--- src/rtl/mdu_pkg.sv ---
// Shared constants for the iterative multiply/divide unit:
// operation encodings, FSM state encodings and the default datapath width.
package mdu_pkg;

    localparam int WIDTH_DEF = 32;

    localparam logic [1:0] OP_MULT  = 2'b00;
    localparam logic [1:0] OP_MULTU = 2'b01;
    localparam logic [1:0] OP_DIV   = 2'b10;
    localparam logic [1:0] OP_DIVU  = 2'b11;

    localparam logic [1:0] IDLE   = 2'b00;
    localparam logic [1:0] CALC   = 2'b01;
    localparam logic [1:0] FINISH = 2'b10;

endpackage

--- src/rtl/mult_div_unit_twos_negate.sv ---
// Conditional two's-complement negation, used for operand magnitudes
// and for sign correction of product, quotient and remainder.
module twos_negate #(
    parameter int W = 32
) (
    input  logic [W-1:0] a,
    input  logic         en,
    output logic [W-1:0] y
);

    assign y = en ? (~a + W'(1)) : a;

endmodule

--- src/rtl/mult_div_unit.sv ---
// Iterative MULT/MULTU/DIV/DIVU unit with HI/LO result registers,
// one iteration per cycle over WIDTH cycles, plus direct MTHI/MTLO writes.
module mult_div_unit
    import mdu_pkg::*;
#(
    parameter int WIDTH = WIDTH_DEF
) (
    input  logic             clk,
    input  logic             reset,
    input  logic             start,
    input  logic [1:0]       op,
    input  logic [WIDTH-1:0] a,
    input  logic [WIDTH-1:0] b,
    input  logic             mthi,
    input  logic             mtlo,
    input  logic [WIDTH-1:0] wdata,
    output logic             busy,
    output logic             done,
    output logic             div_zero,
    output logic [WIDTH-1:0] hi,
    output logic [WIDTH-1:0] lo
);

    localparam int CW = $clog2(WIDTH);

    logic [1:0]         state;
    logic [CW-1:0]      count;
    logic               is_div;
    logic               neg_res;
    logic               neg_rem;
    logic               b_zero;
    logic [WIDTH-1:0]   a_orig;
    logic [WIDTH-1:0]   mcand;
    logic [2*WIDTH-1:0] acc;

    logic               op_div;
    logic               op_signed;
    logic [WIDTH-1:0]   a_mag;
    logic [WIDTH-1:0]   b_mag;
    logic [WIDTH:0]     add_sum;
    logic [WIDTH:0]     trial;
    logic               q_bit;
    logic [WIDTH-1:0]   new_rem;
    logic [2*WIDTH-1:0] mul_next;
    logic [2*WIDTH-1:0] div_next;
    logic [2*WIDTH-1:0] prod_fix;
    logic [WIDTH-1:0]   quot_fix;
    logic [WIDTH-1:0]   rem_fix;

    assign op_div    = (op == OP_DIV) || (op == OP_DIVU);
    assign op_signed = (op == OP_MULT) || (op == OP_DIV);
    assign busy      = (state != IDLE);

    twos_negate #(.W(WIDTH)) u_neg_a (
        .a(a), .en(op_signed & a[WIDTH-1]), .y(a_mag)
    );
    twos_negate #(.W(WIDTH)) u_neg_b (
        .a(b), .en(op_signed & b[WIDTH-1]), .y(b_mag)
    );

    // Multiply: multiplier sits in the low half and shifts out as the
    // partial product grows into the high half.
    assign add_sum  = {1'b0, acc[2*WIDTH-1:WIDTH]}
                    + {1'b0, (acc[0] ? mcand : '0)};
    assign mul_next = {add_sum, acc[WIDTH-1:1]};

    // Divide: remainder in the high half, dividend bits shift in from the
    // low half while quotient bits fill it from the bottom.
    assign trial    = {acc[2*WIDTH-1:WIDTH], acc[WIDTH-1]} - {1'b0, mcand};
    assign q_bit    = ~trial[WIDTH];
    assign new_rem  = q_bit ? trial[WIDTH-1:0]
                            : {acc[2*WIDTH-2:WIDTH], acc[WIDTH-1]};
    assign div_next = {new_rem, acc[WIDTH-2:0], q_bit};

    twos_negate #(.W(2*WIDTH)) u_neg_prod (
        .a(acc), .en(neg_res), .y(prod_fix)
    );
    twos_negate #(.W(WIDTH)) u_neg_quot (
        .a(acc[WIDTH-1:0]), .en(neg_res), .y(quot_fix)
    );
    twos_negate #(.W(WIDTH)) u_neg_rem (
        .a(acc[2*WIDTH-1:WIDTH]), .en(neg_rem), .y(rem_fix)
    );

    always_ff @(posedge clk) begin
        if (reset) begin
            state    <= IDLE;
            count    <= '0;
            is_div   <= 1'b0;
            neg_res  <= 1'b0;
            neg_rem  <= 1'b0;
            b_zero   <= 1'b0;
            a_orig   <= '0;
            mcand    <= '0;
            acc      <= '0;
            done     <= 1'b0;
            div_zero <= 1'b0;
            hi       <= '0;
            lo       <= '0;
        end else begin
            done <= 1'b0;
            case (state)
                IDLE: begin
                    if (mthi) hi <= wdata;
                    if (mtlo) lo <= wdata;
                    if (start) begin
                        state    <= CALC;
                        count    <= '0;
                        is_div   <= op_div;
                        neg_res  <= op_signed & (a[WIDTH-1] ^ b[WIDTH-1]);
                        neg_rem  <= op_signed & a[WIDTH-1];
                        b_zero   <= (b == '0);
                        a_orig   <= a;
                        mcand    <= op_div ? b_mag : a_mag;
                        acc      <= {{WIDTH{1'b0}}, (op_div ? a_mag : b_mag)};
                        div_zero <= 1'b0;
                    end
                end
                CALC: begin
                    acc   <= is_div ? div_next : mul_next;
                    count <= count + CW'(1);
                    if (count == CW'(WIDTH - 1)) state <= FINISH;
                end
                FINISH: begin
                    if (is_div) begin
                        if (b_zero) begin
                            hi <= a_orig;
                            lo <= '1;
                        end else begin
                            hi <= rem_fix;
                            lo <= quot_fix;
                        end
                    end else begin
                        {hi, lo} <= prod_fix;
                    end
                    div_zero <= is_div & b_zero;
                    done     <= 1'b1;
                    state    <= IDLE;
                end
                default: state <= IDLE;
            endcase
        end
    end

endmodule

--- config.mk ---
export PLATFORM = sky130hd
export DESIGN_NAME = mult_div_unit
export DESIGN_NICKNAME = d
export VERILOG_FILES = /design/src/rtl/mdu_pkg.sv /design/src/rtl/mult_div_unit_twos_negate.sv /design/src/rtl/mult_div_unit.sv
export SDC_FILE = /design/constraint.sdc
export NUM_CORES = 1
export LEC_CHECK = 0
export BUFFER_PORTS_ARGS = -buffer_cell sky130_fd_sc_hd__buf_2
export CAP_MARGIN = 20
export CORE_ASPECT_RATIO = 0.75
export CORE_MARGIN = 3
export CORE_UTILIZATION = 26
export DETAILED_ROUTE_END_ITERATION = 12
export GPL_ROUTABILITY_DRIVEN = 0
export MAX_ROUTING_LAYER = met4
export SLEW_MARGIN = 40
export SYNTH_ARGS = -nofsm -noshare
export SYNTH_HDL_FRONTEND = slang
export SYNTH_SLANG_ARGS = --single-unit
--- constraint.sdc ---
create_clock -name clk -period 4.6 [get_ports clk]
set_clock_uncertainty 0.15 [all_clocks]
set_input_delay 0.23 -clock clk [delete_from_list [all_inputs] [get_ports clk]]
set_output_delay 0.23 -clock clk [all_outputs]
set_load 0.02 [all_outputs]
==> metrics.txt <==
Root Driver=clkbuf_16; H-tree levels=1; ys flop type=dfxtp_1; peak supply drop=0.233 mV; Hold Vio Cnt, Final=0; Final #Nets=2685; crit path launch type=flip-flop; mapped cell area=17200 um2; area of the multi-input gates=12100 um2; Port Buffers=169; slew margin rel.=0.432; outcome=completed; yosys warns=0; DPL Wire Length=56600 um; share of layout cells above drive strength 1=0.122; Synth Area per Inst=7.18 um2; first-pass GRT wire length=110000 um; Die Y-Extent=229 um; Max Root-Sink Buffers=3; FILL cells=7174; HP Class=input port to flip-flop; Distinct cells, synth=83; initial antenna violation count=8; CTS Buf Count=21; unrepaired setup endpoints after global routing=false; ranking of synthesized cells by area=dfxtp_1 (24%), nand2_1 (6.9%), a21oi_1 (5.4%); Clock Pin Slew Worst Setup and Hold Paths=70 ps; Commonest cells post-synth=nand2_1 (318), nor2_1 (244), dfxtp_1 (205); critical path capture point type=flip-flop; die width=303 um; core area=65400 um2; async set-reset flop share out of synthesis=0; post-synth top area cell=dfxtp_1; Setup TNS=0 ps; die area=69500 um2; via density per instance=5.67; #FFs+latches synth=205; CTS tree=done; Resized Gates After CTS=0; EDFF count, synth=0; DP Cell Count=3291; num ports=170; max-cap violations=0; Post-Syn Nets=2575; Arrival @ worst endpoint=4720 ps; post-DR wirelength/cell=21.7 um; sequential cell area=4110 um2; FP Rows=81; Leakage=8.05 nW; Worst-Margin Slew=849 ps; largest net degree at the start of global routing=94; Post-CTS Setup Inserts=0; effective utilization at floorplan=0.264; Sink Count=205; DR iter-0 viols=2691; final slew viol count=0; pwr dens=293 nW/um2; Layout area overhead=17.5%; Synth top area share=0.238; kind of critical path=flip-flop to flip-flop; Syn Inst Count=2400; routed vias=19300; antenna viol nets, final=0; final non-filler cell total=3401; Final Cycle Share=0.956; min Tclk post-route=4400 ps; Crit Path Max Fanout=20; Total Routing Usage GR=0.210; Highest Clock Rate=227 MHz; Worst EP required=4920 ps; DRT Pass-1 Iters=9; Detailed Route WL=73800 um; clock latency on the worst-skew pair=540 ps; GRT overflow=0; count leader, synth=nand2_1; post-synthesis sequential area ratio=0.238; final setup violation count=0; vias in the first global route=17400; drt drc=0
## registers in the layout, summed over array words and instances, names as in the netlist, 2 cells and up
name / cells
acc: 64
a_orig: 32
hi: 32
lo: 32
mcand: 32
count: 5
state: 2
## cells in the final DEF, fill, tap and decap left out, drive strengths merged, types with 28 or more instances in the layout
| cell | Yosys | layout |
|---|---|---|
| a211oi | 61 | 61 |
| a21o | 32 | 32 |
| a21oi | 187 | 187 |
| a311oi | 38 | 38 |
| a31oi | 33 | 33 |
| buf | 28 | 221 |
| clkbuf | 173 | 30 |
| dfxtp | 205 | 205 |
| dlygate4sd3 | 0 | 67 |
| ha | 70 | 70 |
| inv | 75 | 76 |
| mux2i | 55 | 55 |
| nand2 | 318 | 318 |
| nand3 | 48 | 48 |
| nor2 | 245 | 245 |
| nor3 | 52 | 52 |
| nor4 | 28 | 28 |
| o211ai | 55 | 55 |
| o21ai | 144 | 144 |
| o31ai | 37 | 37 |
| xnor2 | 91 | 91 |
| xor2 | 83 | 83 |
## report_power, final
| group | leakage [nW] | internal, W | switching [W] | total [W] |
|---|---|---|---|---|
| clock network | 0.343 | 0.00107 | 0.000796 | 0.00186 |
| logic | 6.02 | 0.000710 | 0.00127 | 0.00198 |
| registers | 1.69 | 0.00190 | 0.000192 | 0.00210 |
| total | 8.05 | 0.00368 | 0.00226 | 0.00594 |
## worst paths after layout
| check | cells past startpoint | to | slack, ps | from |
|---|---|---|---|---|
| max | 11 | hi[22] | 200 | acc[0] |
| min | 5 | mcand[25] | 40 | b[25] |
| max reg2reg | 11 | hi[22] | 200 | acc[0] |
| min reg2reg | 1 | hi[11] | 300 | hi[11] |
## metrics by stage
stage	util	total power, W	worst slack (ps)	instance area, um2	hold slack [ps]
2_1_floorplan	-	0.00334	1330	17200	216
3_3_place_gp	0.288	0.00398	757	18800	283
3_5_place_dp	0.288	0.00399	683	18900	295
4_1_cts	0.310	0.00588	411	20200	11.2
5_1_grt	0.310	0.00618	96.5	20300	42.6
6_report	0.310	0.00594	204	20300	36.1
## worst max-delay path, stage by stage, from the launching register on
cell and delay (ps):
dfxtp_1 420, inv_1 600, ha_1 350, nand2b_1 100, nor2_1 280, nand4_2 580
and3_1 410, a311o_1 270, nor3_1 320, a211oi_1 100, nor3_1 170, dlygate4sd3_1 560
## routing by layer
metal / vias up / GRT usage / routed length [um]
met5: - / - / 0
met4: 0 / 0.0346 / 1350
met3: 94 / 0.0798 / 10200
met2: 1068 / 0.266 / 28000
met1: 9178 / 0.312 / 34300
li1: 8943 / - / -
## area by class of cell
class                      instances  area share
antenna                            5    0.000618
clock buffer                      30      0.0291
timing repair buffer             288      0.0948
sequential                       205       0.203
inverter                          76      0.0141
tap                              871      0.0538
clock inverter                     8     0.00611
multi-input combinational       1918       0.599
## cell families after synthesis
logic type / synth area share
and+or+nand+nor: 0.227
AOI/OAI and AO/OA: 0.294
buffers and inverters: 0.0621
DFF: 0.238
xor gates and xnor gates: 0.0884
adders and majority gates: 0.0531
muxes: 0.0372
## repair_timing
action                                  in CTS  in global routing
hold buffers                                67                  0
hold endpoints to repair                    96                  0
endpoints found under the setup margin       0                  0
Note: power is estimated with default switching activity, not from simulation.
